**config.mk**
```make
export PLATFORM = sky130hd
export DESIGN_NAME = wordle_board_renderer
export DESIGN_NICKNAME = d
export VERILOG_FILES = /design/src/rtl/wordle_pkg.sv /design/src/rtl/wordle_font_rom.sv /design/src/rtl/wordle_board_renderer.sv
export SDC_FILE = /design/constraint.sdc
export NUM_CORES = 1
export LEC_CHECK = 0
export ABC_AREA = 1
export BUFFER_PORTS_ARGS = -buffer_cell sky130_fd_sc_hd__buf_2
export CAP_MARGIN = 10
export CORE_MARGIN = 2
export CORE_UTILIZATION = 60
export DETAILED_ROUTE_END_ITERATION = 7
export MAX_ROUTING_LAYER = met4
export PLACE_DENSITY = 0.81
export SLEW_MARGIN = 20
export SYNTH_ARGS = -nofsm -noshare
export SYNTH_HDL_FRONTEND = slang
export SYNTH_SLANG_ARGS = --single-unit
```
**constraint.sdc**
```tcl
create_clock -name Clk -period 2.9 [get_ports Clk]
set_input_delay 0.29 -clock Clk [delete_from_list [all_inputs] [get_ports Clk]]
set_output_delay 0.29 -clock Clk [all_outputs]
set_load 0.005 [all_outputs]
```
**src/rtl/wordle_pkg.sv**
```systemverilog
// Shared constants and helpers for the Wordle board display path.
package wordle_pkg;

  localparam int NUM_ROWS = 6;
  localparam int NUM_COLS = 5;
  localparam int PIPE_LAT = 4;

  typedef logic [2:0] rgb_t;

  localparam rgb_t COLOR_WHITE  = 3'b111;
  localparam rgb_t COLOR_GREEN  = 3'b010;
  localparam rgb_t COLOR_YELLOW = 3'b110;
  localparam rgb_t COLOR_BLACK  = 3'b000;

  localparam logic [7:0] ASCII_A = 8'h41;
  localparam logic [7:0] ASCII_Z = 8'h5A;

  function automatic logic [4:0] tile_index(input logic [2:0] row, input logic [2:0] col);
    tile_index = ({2'b00, row} * 5'(NUM_COLS)) + {2'b00, col};
  endfunction

endpackage

```
**src/rtl/wordle_font_rom.sv**
```systemverilog
// 8x8 uppercase font, address {glyph[4:0], row[2:0]}, one-cycle registered read.
module wordle_font_rom
  import wordle_pkg::*;
(
  input  logic       Clk,
  input  logic       reset,
  input  logic [7:0] addr,
  output logic [7:0] row_data
);

  logic [63:0] glyph_s;
  logic [7:0]  row_s;

  // Glyph table, top row in the most significant byte; leftmost pixel is bit 7
  always_comb begin
    case (addr[7:3])
      5'd0:    glyph_s = 64'h183C66667E666600;
      5'd1:    glyph_s = 64'h7C66667C66667C00;
      5'd2:    glyph_s = 64'h3C66606060663C00;
      5'd3:    glyph_s = 64'h786C6666666C7800;
      5'd4:    glyph_s = 64'h7E6060786060_7E00;
      5'd5:    glyph_s = 64'h7E60607860606000;
      5'd6:    glyph_s = 64'h3C66606E66663C00;
      5'd7:    glyph_s = 64'h6666667E66666600;
      5'd8:    glyph_s = 64'h3C18181818183C00;
      5'd9:    glyph_s = 64'h1E0C0C0C0C6C3800;
      5'd10:   glyph_s = 64'h666C7870786C6600;
      5'd11:   glyph_s = 64'h6060606060607E00;
      5'd12:   glyph_s = 64'h63777F6B63636300;
      5'd13:   glyph_s = 64'h66767E7E6E666600;
      5'd14:   glyph_s = 64'h3C66666666663C00;
      5'd15:   glyph_s = 64'h7C66667C60606000;
      5'd16:   glyph_s = 64'h3C666666663C0E00;
      5'd17:   glyph_s = 64'h7C66667C786C6600;
      5'd18:   glyph_s = 64'h3C66603C06663C00;
      5'd19:   glyph_s = 64'h7E18181818181800;
      5'd20:   glyph_s = 64'h6666666666663C00;
      5'd21:   glyph_s = 64'h66666666663C1800;
      5'd22:   glyph_s = 64'h6363636B7F776300;
      5'd23:   glyph_s = 64'h66663C183C666600;
      5'd24:   glyph_s = 64'h6666663C18181800;
      5'd25:   glyph_s = 64'h7E060C1830607E00;
      default: glyph_s = 64'h0000000000000000;
    endcase
  end

  // Row 0 sits in bits [63:56], so the byte offset is (7-row)*8
  always_comb begin
    row_s = glyph_s[{~addr[2:0], 3'b000} +: 8];
  end

  // Registered read port
  always_ff @(posedge Clk) begin
    if (!reset) begin
      row_data <= 8'h00;
    end else begin
      row_data <= row_s;
    end
  end

endmodule

```
**src/rtl/wordle_board_renderer.sv**
```systemverilog
// Renders the 6x5 Wordle board: tile decode, board read, glyph lookup, colour mux,
// with sync signals delayed to match the four-stage pixel pipeline.
module wordle_board_renderer
  import wordle_pkg::*;
#(
  parameter int X0           = 224,
  parameter int Y0           = 8,
  parameter int TILE         = 40,
  parameter int PITCH        = 48,
  parameter int BLINK_FRAMES = 30
) (
  input  logic        Clk,
  input  logic        reset,
  input  logic [9:0]  CounterX,
  input  logic [9:0]  CounterY,
  input  logic        inDisplayArea,
  input  logic        h_sync_in,
  input  logic        v_sync_in,
  output logic        rd_en,
  output logic [4:0]  rd_addr,
  input  logic [10:0] rd_data,
  input  logic [2:0]  cur_row,
  input  logic [2:0]  cur_col,
  input  logic        cursor_en,
  output logic        vga_r,
  output logic        vga_g,
  output logic        vga_b,
  output logic        vga_h_sync,
  output logic        vga_v_sync
);

  logic       hit_x_s, hit_y_s, in_x_s, in_y_s, tile_hit_s, cm_s;
  logic [2:0] col_s, row_s;
  logic [5:0] ox_s, oy_s;
  logic [9:0] lo_x_s, lo_y_s;

  logic       v1_r, cm1_r, v2_r, cm2_r, v3_r, cm3_r, edge3_r, border3_r, glyph3_r;
  logic [5:0] ox1_r, oy1_r, ox2_r, oy2_r;
  rgb_t       color2_r, color3_r, pix_s;

  logic [7:0] letter_s, font_addr_s, font_row_s;
  logic       is_letter_s, edge_s, border_s, win_s, glyph_s;
  logic [4:0] glyph_idx_s;
  logic [2:0] gcol_s;

  logic [PIPE_LAT-1:0] hs_pipe_r, vs_pipe_r;
  logic                vs_prev_r, blink_on_r;
  logic [4:0]          blink_cnt_r;

  // Constant compare chain per axis; at most one column and one row can match
  always_comb begin
    hit_x_s = 1'b0; col_s = 3'd0; ox_s = 6'd0; lo_x_s = 10'd0; in_x_s = 1'b0;
    hit_y_s = 1'b0; row_s = 3'd0; oy_s = 6'd0; lo_y_s = 10'd0; in_y_s = 1'b0;
    for (int c = 0; c < NUM_COLS; c++) begin
      lo_x_s  = 10'(X0 + c * PITCH);
      in_x_s  = (CounterX >= lo_x_s) && (CounterX < lo_x_s + 10'(TILE));
      hit_x_s = hit_x_s | in_x_s;
      col_s   = in_x_s ? 3'(c) : col_s;
      ox_s    = in_x_s ? 6'(CounterX - lo_x_s) : ox_s;
    end
    for (int r = 0; r < NUM_ROWS; r++) begin
      lo_y_s  = 10'(Y0 + r * PITCH);
      in_y_s  = (CounterY >= lo_y_s) && (CounterY < lo_y_s + 10'(TILE));
      hit_y_s = hit_y_s | in_y_s;
      row_s   = in_y_s ? 3'(r) : row_s;
      oy_s    = in_y_s ? 6'(CounterY - lo_y_s) : oy_s;
    end
    tile_hit_s = hit_x_s & hit_y_s;
    cm_s       = cursor_en && (cur_row == row_s) && (cur_col == col_s);
  end

  // S1: tile decode registers and board read request
  always_ff @(posedge Clk) begin
    if (!reset) begin
      v1_r <= 1'b0; cm1_r <= 1'b0; ox1_r <= 6'd0; oy1_r <= 6'd0;
      rd_en <= 1'b0; rd_addr <= 5'd0;
    end else begin
      v1_r    <= tile_hit_s & inDisplayArea;
      cm1_r   <= cm_s;
      ox1_r   <= ox_s;
      oy1_r   <= oy_s;
      rd_en   <= tile_hit_s & inDisplayArea;
      rd_addr <= tile_hit_s ? tile_index(row_s, col_s) : 5'd0;
    end
  end

  // Non-letters (and idle slots) point at glyph 31, which the ROM leaves blank
  always_comb begin
    letter_s    = rd_data[10:3];
    is_letter_s = v1_r && (letter_s >= ASCII_A) && (letter_s <= ASCII_Z);
    glyph_idx_s = is_letter_s ? 5'(letter_s - ASCII_A) : 5'd31;
    font_addr_s = {glyph_idx_s, 3'((oy1_r - 6'd4) >> 2)};
  end

  wordle_font_rom u_font (
    .Clk      (Clk),
    .reset    (reset),
    .addr     (font_addr_s),
    .row_data (font_row_s)
  );

  // S2: capture board colour alongside the outstanding font read
  always_ff @(posedge Clk) begin
    if (!reset) begin
      v2_r <= 1'b0; cm2_r <= 1'b0; ox2_r <= 6'd0; oy2_r <= 6'd0; color2_r <= COLOR_BLACK;
    end else begin
      v2_r     <= v1_r;
      cm2_r    <= cm1_r;
      ox2_r    <= ox1_r;
      oy2_r    <= oy1_r;
      color2_r <= v1_r ? rd_data[2:0] : COLOR_BLACK;
    end
  end

  // Glyph is drawn 4x scaled in the 32x32 window centred in the tile
  always_comb begin
    gcol_s   = 3'((ox2_r - 6'd4) >> 2);
    win_s    = (ox2_r >= 6'd4) && (ox2_r < 6'd36) && (oy2_r >= 6'd4) && (oy2_r < 6'd36);
    glyph_s  = win_s && font_row_s[3'd7 - gcol_s];
    edge_s   = (ox2_r == 6'd0) || (ox2_r == 6'(TILE - 1)) ||
               (oy2_r == 6'd0) || (oy2_r == 6'(TILE - 1));
    border_s = (ox2_r < 6'd2) || (ox2_r >= 6'(TILE - 2)) ||
               (oy2_r < 6'd2) || (oy2_r >= 6'(TILE - 2));
  end

  // S3: per-pixel attributes ready for the colour mux
  always_ff @(posedge Clk) begin
    if (!reset) begin
      v3_r <= 1'b0; cm3_r <= 1'b0; edge3_r <= 1'b0; border3_r <= 1'b0;
      glyph3_r <= 1'b0; color3_r <= COLOR_BLACK;
    end else begin
      v3_r      <= v2_r;
      cm3_r     <= cm2_r;
      edge3_r   <= edge_s;
      border3_r <= border_s;
      glyph3_r  <= glyph_s;
      color3_r  <= color2_r;
    end
  end

  // Colour priority: blank, cursor border, unscored outline, glyph, tile fill
  always_comb begin
    if (!v3_r) begin
      pix_s = COLOR_BLACK;
    end else if (cm3_r && blink_on_r && border3_r) begin
      pix_s = COLOR_YELLOW;
    end else if ((color3_r == COLOR_BLACK) && edge3_r) begin
      pix_s = COLOR_WHITE;
    end else if (glyph3_r) begin
      pix_s = (color3_r != COLOR_BLACK) ? COLOR_BLACK : COLOR_WHITE;
    end else begin
      pix_s = color3_r;
    end
  end

  // S4: registered colour outputs and sync delay lines
  always_ff @(posedge Clk) begin
    if (!reset) begin
      {vga_r, vga_g, vga_b} <= 3'b000;
      hs_pipe_r <= '0;
      vs_pipe_r <= '0;
    end else begin
      {vga_r, vga_g, vga_b} <= pix_s;
      hs_pipe_r <= {hs_pipe_r[PIPE_LAT-2:0], h_sync_in};
      vs_pipe_r <= {vs_pipe_r[PIPE_LAT-2:0], v_sync_in};
    end
  end

  assign vga_h_sync = hs_pipe_r[PIPE_LAT-1];
  assign vga_v_sync = vs_pipe_r[PIPE_LAT-1];

  // Cursor blink: count vsync falling edges, toggle on exact wrap
  always_ff @(posedge Clk) begin
    if (!reset) begin
      vs_prev_r <= 1'b0; blink_cnt_r <= 5'd0; blink_on_r <= 1'b0;
    end else begin
      vs_prev_r <= v_sync_in;
      if (vs_prev_r && !v_sync_in) begin
        if (blink_cnt_r == 5'(BLINK_FRAMES - 1)) begin
          blink_cnt_r <= 5'd0;
          blink_on_r  <= ~blink_on_r;
        end else begin
          blink_cnt_r <= blink_cnt_r + 5'd1;
        end
      end else begin
        blink_cnt_r <= blink_cnt_r;
      end
    end
  end

endmodule

```
# [Word level (Yosys, flattened, before mapping)]
# Memory sizes are Yosys's and may differ from the RTL's.
# Index checks and enable logic that the tools add are counted.
# Widths: inputs -> output; s select.
[totals] regBits=70 romBits=1568 input_bits=43 out_inout_bits=11 word_cells=165 n_memories=1
[mem_list] memory="(name not given)" words=32 width=49 rd=1 rd_clocked_by_memory_dff=0 wr=0 line_no="wordle_font_rom.sv:16" rtl="case (addr[7:3])"
[op_classes] add_sub_neg=17 multipliers=1 order_cmp=33 eq_ne=5 n_shift=1 muxes=28 bitwise_logic=15 reduce_logical=39
[op_table] operator="$mux 6" count=11
[op_table] operator="$shiftx 64x7->8" count=1
[op_table] operator="$lt 10x9->1 const B" count=6
[op_table] operator="$ge 10x8->1 const B" count=4
[op_table] operator="$ge 10x9->1 const B" count=4
[op_table] operator="$sub 6x6->6 const B" count=6
[op_table] operator="$lt 10x8->1 const B" count=3
[op_table] operator="$logic_and 1x1->1" count=23
[op_table] operator="$mux 3" count=7
[op_table] operator="$eq 6x6->1 const B" count=2
[op_table] operator="$ge 6x3->1 const B" count=2
[op_table] operator="$ge 6x6->1 const B" count=2
[op_table] operator="$logic_not 6->1" count=2
[op_table] operator="$lt 6x2->1 const B" count=2
[op_table] operator="$lt 6x6->1 const B" count=2
[op_table] operator="$sub 6x4->6 const B" count=2
[op_table] operator="$sub 6x5->6 const B" count=2
[op_table] operator="$ge 10x4->1 const B" count=1
[op_table] operator="$ge 10x6->1 const B" count=1
[op_table] operator="$ge 10x7->1 const B" count=1
[op_table] operator="$lt 10x6->1 const B" count=1
[op_table] operator="$lt 10x7->1 const B" count=1
[op_table] operator="$mux 5" count=2
[op_table] operator="$sub 5x3->5 const B" count=2
[op_table] operator="24 further kinds" count=49

# [Logic depth before layout (Yosys ltp)]
# Gate-level depths: netlist of run 1.
[logic_depth] depth_word=10 ltp_mapped=21 ltp_nobuf=21

# [Cells and area by module]
# From an unflattened synthesis of run 1, not the netlist that was laid out.
[hier_totals] hier_cells=867 area_unflattened_um2=5218.8
[by_module_without_submodules] module="wordle_board_renderer" n_inst=1 cells_each=497 area_each_um2=3422.0 seq_area_each_um2=1221.2
[by_module_without_submodules] module="wordle_font_rom" n_inst=1 cells_each=370 area_each_um2=1796.7 seq_area_each_um2=140.1

# [Worst setup path after synthesis of run 1]
# Ideal clock, no wire load.
[synth_timing] kind="input to register" from="in CounterY[8]" to="reg rd_addr[4]" setup_time_ps=70 arrival_ps=2494 required_ps=2830 path_slack_ps=336 stages=14 n_path_buf=0 cell_sequence="nor2_2 nand2_1 nor2_1 nand3_1 nand3_1 inv_1 nand3_1 ha_1 ha_1 ha_1 a21o_1 a21oi_1 or2_2 a21oi_1"
[synth_between] elab_chain_cells=9 word_cells_on_any_way=32 classes_between="add/sub: 1; mul: 1; order compare: 12; mux: 5; bitwise: 6; reduce/logical: 7"
[synth_rtl] element="from (decl)" line_no="wordle_board_renderer.sv:15" rtl="input logic [9:0] CounterY,"
[synth_rtl] element="$ge 10x6->1, or another cell as far along" line_no="wordle_board_renderer.sv:63" rtl="in_y_s = (CounterY >= lo_y_s) && (CounterY < lo_y_s + 10'(TILE));"
[synth_rtl] element="$logic_and 1x1->1" line_no="wordle_board_renderer.sv:63"
[synth_rtl] element="$mux 1 / $or 1x1->1 (equally long branches)" line_no="wordle_board_renderer.sv:65, wordle_board_renderer.sv:64"
[synth_rtl] element="$mux 2 / $or 1x1->1 (equally long branches) (2 in series)" line_no="wordle_board_renderer.sv:65, wordle_board_renderer.sv:64"
[synth_rtl] element="$mux 3 / $or 1x1->1 (equally long branches) (2 in series)" line_no="wordle_board_renderer.sv:65, wordle_board_renderer.sv:64"
[synth_rtl] element="$mul 3x3->5 / $and 1x1->1 (equally long branches)" line_no="wordle_pkg.sv:19, wordle_board_renderer.sv:68"
[synth_rtl] element="$add 5x3->5 / $reduce_and 2->1 (equally long branches)"
[synth_rtl] element="to (signal assigned)" line_no="wordle_board_renderer.sv:83" rtl="rd_addr <= tile_hit_s ? tile_index(row_s, col_s) : 5'd0;"
[synth_rtl] element="to (decl)" line_no="wordle_board_renderer.sv:20" rtl="output logic [4:0] rd_addr,"
# Parallel ways exist; a longest one is shown, timed or not.
# A chain may end at the register's enable or synchronous reset.

# [Worst setup path after layout of run 1]
[layout_timing] from="reg v1_r" to="reg u_font.row_data[3]"
[layout_between] elab_chain_cells=5
[layout_rtl] element="from (decl)" line_no="wordle_board_renderer.sv:37" rtl="logic v1_r, cm1_r, v2_r, cm2_r, v3_r, cm3_r, edge3_r, border3_r, glyph3_r;"
[layout_rtl] element="from (signal assigned)" line_no="wordle_board_renderer.sv:78" rtl="v1_r <= tile_hit_s & inDisplayArea;"
[layout_rtl] element="$logic_and 1x1->1 (2 in series)" line_no="wordle_board_renderer.sv:90" rtl="is_letter_s = v1_r && (letter_s >= ASCII_A) && (letter_s <= ASCII_Z);"
[layout_rtl] element="$mux 5" line_no="wordle_board_renderer.sv:91" rtl="glyph_idx_s = is_letter_s ? 5'(letter_s - ASCII_A) : 5'd31;"
[layout_rtl] element="$mem_v2 32x49"
[layout_rtl] element="$shiftx 64x7->8" line_no="wordle_font_rom.sv:49" rtl="row_s = glyph_s[{~addr[2:0], 3'b000} +: 8];"
[layout_rtl] element="to (signal assigned)" line_no="wordle_font_rom.sv:57" rtl="row_data <= row_s;"
[layout_rtl] element="to (decl)" line_no="wordle_font_rom.sv:8" rtl="output logic [7:0] row_data"
# Every way passes these cells.

==> summary.txt, run 1 <==
Post-synth EDFFs: 0
CTS tree: built
syn avg cell area: 6.28 um2
Mapped Cells: 836
gpl congestion: 1.12
overall routing resource usage: 0.332
hold path startpoint: h_sync_in
design area: 5870 um2
flop2flop setup slack: 0.23 ns
syn_nets: 918
clock transition at the registers of the reported paths: 0.07 ns
highest clock rate: 0.375 GHz
commonest cells in the netlist: nand2_1, inv_1, nor2_1
final setup violating endpoints: 0
Place WS: -0.0131 ns
first-pass GRT wire length: 25,500 um
hold endpoint: hs_pipe_r[0]
Final Hold Viols: 0
Via density: 5.68
share of layout cells above drive strength 1: 0.150
total CTS buffers: 9
post-DR wirelength/cell: 15.0 um
H-tree Lvls: 3
worst rel slew slack: 0.679
r2r endpoint: u_font.row_data[3]
Non-Filler Instances: 1,017
drt total wl: 15,200 um
worst flop-to-flop path startpoint: v1_r
Seq. cell area: 1360 um2
maxcap violations: 0
Tcrit/Tclk final: 0.919
leading area contributor after synthesis: dfxtp_1
Multi-input gate area: 3290 um2
Die Wd: 97.5 um
GRT overflow: 0
CP Launch Type: flop
Core ar.: 8590 um2
Setup TNS: 0 ns
largest net degree at the start of global routing: 29
final core occ: 0.684
placed instance area: 5710 um2
Synth Flop Type: dfxtp_1
vias: 5,776
Ant. Diodes: 0
Worst EP required: 3.17 ns
worst r2r path cells: 15
Clk Latency, worst-skew pair: 0.34 ns
area share of the largest cell type after synthesis: 0.259
Post-DP HPWL: 11,700 um
synth unique cells: 48
dominant cells by area after synthesis: dfxtp_1, nand2_1, ha_1
Synthesis Warnings: 0
Worst Hold Depth: 3
CTS-repair resized insts: 0
worst hold path class: primary input to flop
Area Overhead vs Synth: 11.9%
critical path arrival: 2.94 ns
clock sinks: 68
initial core utilization: 0.611
Slew Limit Fails: 0
WS Path Type: flop to flop
IO Pins: 54
FP Rows: 34
IO buf count: 53
mapped cell area: 5250 um2
Yosys reg bits: 68
Fill cells: 747
Die Height: 97.5 um
outcome: complete, no violations
met2 WL: 7180 um
final routed DRC violation total: 0
ys async rst share: 0
Post-Route M1 WL: 6070 um
Root Buffer: clkbuf_8
Layout Skew: 0.00931 ns
crit path capture type: flop
VDD IR max: 0.300 mV
sequential share of the synthesized area: 0.259
vias in the first global route: 5,567
CP Launch Point: v1_r
placed cell count: 1,002
# hold bufs at CTS: 0
highest metal layer with signal wires: met4
Post-DRT Antenna Nets: 0
CTS max path bufs: 2
Detailed Routing Iterations Pass 1: 5
initial antenna violation count: 0
final net count: 987
Setup WS post-layout: 0.235 ns
RSZ-0062 raised after global routing: no
setup fix buffers added after clock tree synthesis: 0
worst-path maximum fanout: 6
Leakage: 3.15 nW
top-count cell post-synth: nand2_1
Detailed Route Iter0 Violations: 607
die area: 9510 um2
Pwr Density: 347 nW/um2
actual slew at the worst max-slew pin: 0.470 ns
crit path time final: 2.67 ns
met3 WL: 1570 um
per-stage QoR:
step	hold slack [ns]	power [mW]
after CTS	0.126	2.04
final	0.136	2.04
after detailed placement	0.395	1.41
after floorplan	0.362	1.27
after global placement	0.394	1.40
after global routing	0.140	2.13
worst max-delay path by stage:
| stage | end | cells past startpoint |
|---|---|---|
| after floorplan | rd_addr[4] | 14 |
| after global placement | u_font.row_data[1] | 18 |
| after detailed placement | rd_addr[4] | 15 |
| after CTS | u_font.row_data[3] | 15 |
| after global routing | u_font.row_data[1] | 16 |
| final | u_font.row_data[3] | 15 |
per-layer routing:
layer  GRT usage  vias to the layer above
li1            -                     2805
met1       0.400                     2572
met2       0.543                      354
met3      0.0813                       45
met4       0.119                        0
met5           -                        -
power by group:
group          internal (mW)  leakage (nW)  total, mW  switching (mW)
Sequential             0.972         0.554      0.989          0.0174
Clock                  0.300        0.0779      0.632           0.332
Combinational          0.147          2.52      0.416           0.269
registers in the layout (all words and copies together), names as in the netlist, 3 cells and up:
| register | cells |
|---|---|
| rd_addr | 5 |
| oy2_r | 6 |
| oy1_r | 6 |
| ox1_r | 6 |
| u_font.row_data | 7 |
| vs_pipe_r | 4 |
| ox2_r | 6 |
| hs_pipe_r | 4 |
| color2_r | 3 |
| blink_cnt_r | 5 |
| color3_r | 3 |
kinds of logic (layout without fill, tap and decap cells):
group | count (synthesis) | count (layout) | share of synthesized area
buffers and inverters | 146 | 219 | 0.116
DFF | 68 | 68 | 0.259
AOI/OAI and AO/OA | 81 | 81 | 0.0880
and+or+nand+nor | 490 | 490 | 0.421
xor gates and xnor gates | 12 | 12 | 0.0215
adders and majority gates | 39 | 39 | 0.0944
cell usage in the layout, fill, tap and decap left out, types with 9 or more instances in the layout:
cell      count
nand3_2      11
nor3_1       12
buf_4        27
a21oi_1      40
dfxtp_1      68
inv_1       116
nand2_1     249
o21ai_0      18
buf_2        53
nor2_1       92
nand3_1      79
nand4_1      22
clkbuf_8      9
ha_1         36
worst max-delay path: stages, from the launching register on:
cell and delay [ns]:
dfxtp_1 0.44, nand2_1 0.08, nor2_1 0.20, nand2_4 0.13, nor2_8 0.10, nand2_1 0.13, inv_1 0.24, ha_2 0.30
nand4_1 0.17, nor2_1 0.24, nor2_1 0.09, nand3_1 0.09, nand3_1 0.13, nand2_1 0.11, nand2_1 0.05, nor2_1 0.11
cell type report:
type | count | share of cell area
multi-input cells | 622 | 0.560
flip-flops and latches | 68 | 0.232
repair buffers | 80 | 0.0797
inverters | 124 | 0.0792
well taps | 108 | 0.0230
clock buffers | 10 | 0.0217
clock inverters | 5 | 0.00511
(Power assumes the default switching activity.)
==> run 2, diff against run 1 <==
- CELL_PAD_IN_SITES_DETAIL_PLACEMENT: default -> 0
- CELL_PAD_IN_SITES_GLOBAL_PLACEMENT: default -> 2
- CORE_UTILIZATION: 60 -> 32
- PLACE_DENSITY: 0.81 -> default
- PLACE_DENSITY_LB_ADDON: default -> 0.1
==> run 2 against run 1 <==
Against the previous run: count of clock-buffer cells in the layout unchanged; sequential power is essentially flat; wire length is 4.3% higher; fmax increased by 5.8%; global-route usage decreased by 14 points; critical path type is now primary input to flop.
==> summary.txt, run 2 (same netlist as run 1, synthesis figures left out) <==
setup fix buffers added after clock tree synthesis: 0
worst hold path class: primary input to flop
CP Launch Type: primary input
# hold bufs at CTS: 0
initial antenna violation count: 0
Fill cells: 1,708
RSZ-0062 raised after global routing: no
Post-DRT Antenna Nets: 0
vias in the first global route: 5,375
die area: 17,400 um2
Via density: 4.86
Layout Skew: 0.00425 ns
H-tree Lvls: 3
Worst EP required: 3.16 ns
Die Wd: 132 um
Top reg by flops: u_font.row_data
Die Height: 132 um
flop2flop setup slack: 0.43 ns
Root Buffer: clkbuf_16
critical path arrival: 2.78 ns
actual slew at the worst max-slew pin: 0.539 ns
Leakage: 3.26 nW
clock sinks: 68
initial core utilization: 0.329
design area: 6210 um2
Tcrit/Tclk final: 0.869
Seq. cell area: 1360 um2
Multi-input gate area: 3280 um2
largest net degree at the start of global routing: 41
cells along the critical path: buf_2 -> nor2_2 -> nand2_1 -> nor2_1 -> nand3_1 -> nand3_1 -> inv_1 -> nand3_1 -> ha_1 -> ha_1 -> ha_1 -> a21o_1 -> a21oi_1 -> or2_2 -> a21oi_1
worst-path maximum fanout: 7
CP max-delay cell: ha_1
Pwr Density: 404 nW/um2
crit path capture type: flop
drt total wl: 15,900 um
Core ar.: 15,900 um2
number of flip-flops in the largest register: 7
Detailed Routing Iterations Pass 1: 5
Slew Limit Fails: 0
final setup violating endpoints: 0
placed instance area: 5900 um2
IO buf count: 53
gpl congestion: 0.954
IO Pins: 54
CP peak stage delay: 0.32 ns
commonest non-fill, non-tap cell in the layout: nand2_1
Setup TNS: 0 ns
commonest non-fill, non-tap cells in the layout: nand2_1, inv_1, nor2_1
Ant. Diodes: 0
worst rel slew slack: 0.632
Clk Latency, worst-skew pair: 0.33 ns
final routed DRC violation total: 0
overall routing resource usage: 0.194
vias: 5,502
final net count: 994
highest clock rate: 0.397 GHz
Area Overhead vs Synth: 18.3%
post-DR wirelength/cell: 14.0 um
first-pass GRT wire length: 26,600 um
total CTS buffers: 9
maxcap violations: 0
CTS tree: built
VDD IR max: 0.314 mV
Post-DP HPWL: 12,700 um
clock transition at the registers of the reported paths: 0.06 ns
crit path time final: 2.52 ns
hold slack: 0.144 ns
GRT overflow: 0
outcome: complete, no violations
Final Hold Viols: 0
FP Rows: 46
share of layout cells above drive strength 1: 0.155
Detailed Route Iter0 Violations: 488
WS Path Type: primary input to flop
CTS max path bufs: 2
CTS-repair resized insts: 0
-- run 2: worst paths after layout --
path               start                  to  depth (start not counted)
max          CounterY[8]          rd_addr[4]                         15
min            h_sync_in        hs_pipe_r[0]                          3
max reg2reg         v1_r  u_font.row_data[1]                         16
min reg2reg  color2_r[2]         color3_r[2]                          2
-- run 2: final cells by class --
type,instances,area share
clock buffers,10,0.0385
clock inverters,6,0.0115
inverters,124,0.0750
multi-input cells,622,0.528
flip-flops and latches,68,0.219
well taps,216,0.0435
repair buffers,87,0.0839
-- run 2: power by group --
group	internal, mW	switching (mW)
Combinational	0.147	0.263
Clock	0.695	0.411
Sequential	0.972	0.0168
-- run 2: critical path: cells and delay by family --
family	cells	cell delay (ns)
AOI/OAI and AO/OA	3	0.29
adders and majority gates	3	0.85
buffers and inverters	2	0.20
and+or+nand+nor	7	1.15
-- run 2: through the flow --
stage | setup slack (ns) | util | power, mW | std cells
final | 0.381 | 0.389 | 2.50 | 1133
after global routing | 0.0854 | 0.389 | 2.65 | 1133
after CTS | 0.383 | 0.389 | 2.54 | 1133
after detailed placement | 0.0329 | 0.370 | 1.42 | 1117
after global placement | 0.126 | 0.370 | 1.42 | 1117
after floorplan | 0.336 | - | 1.27 | 836
-- run 2: metal layers --
| layer | routed length, um | GRT usage | up-vias | share of wire |
|---|---|---|---|---|
| met5 | 0 | - | - | 0 |
| met4 | 189 | 0.0447 | 0 | 0.012 |
| met3 | 1190 | 0.0404 | 18 | 0.075 |
| met2 | 6940 | 0.295 | 195 | 0.44 |
| met1 | 7580 | 0.263 | 2471 | 0.48 |
| li1 | - | - | 2818 | - |
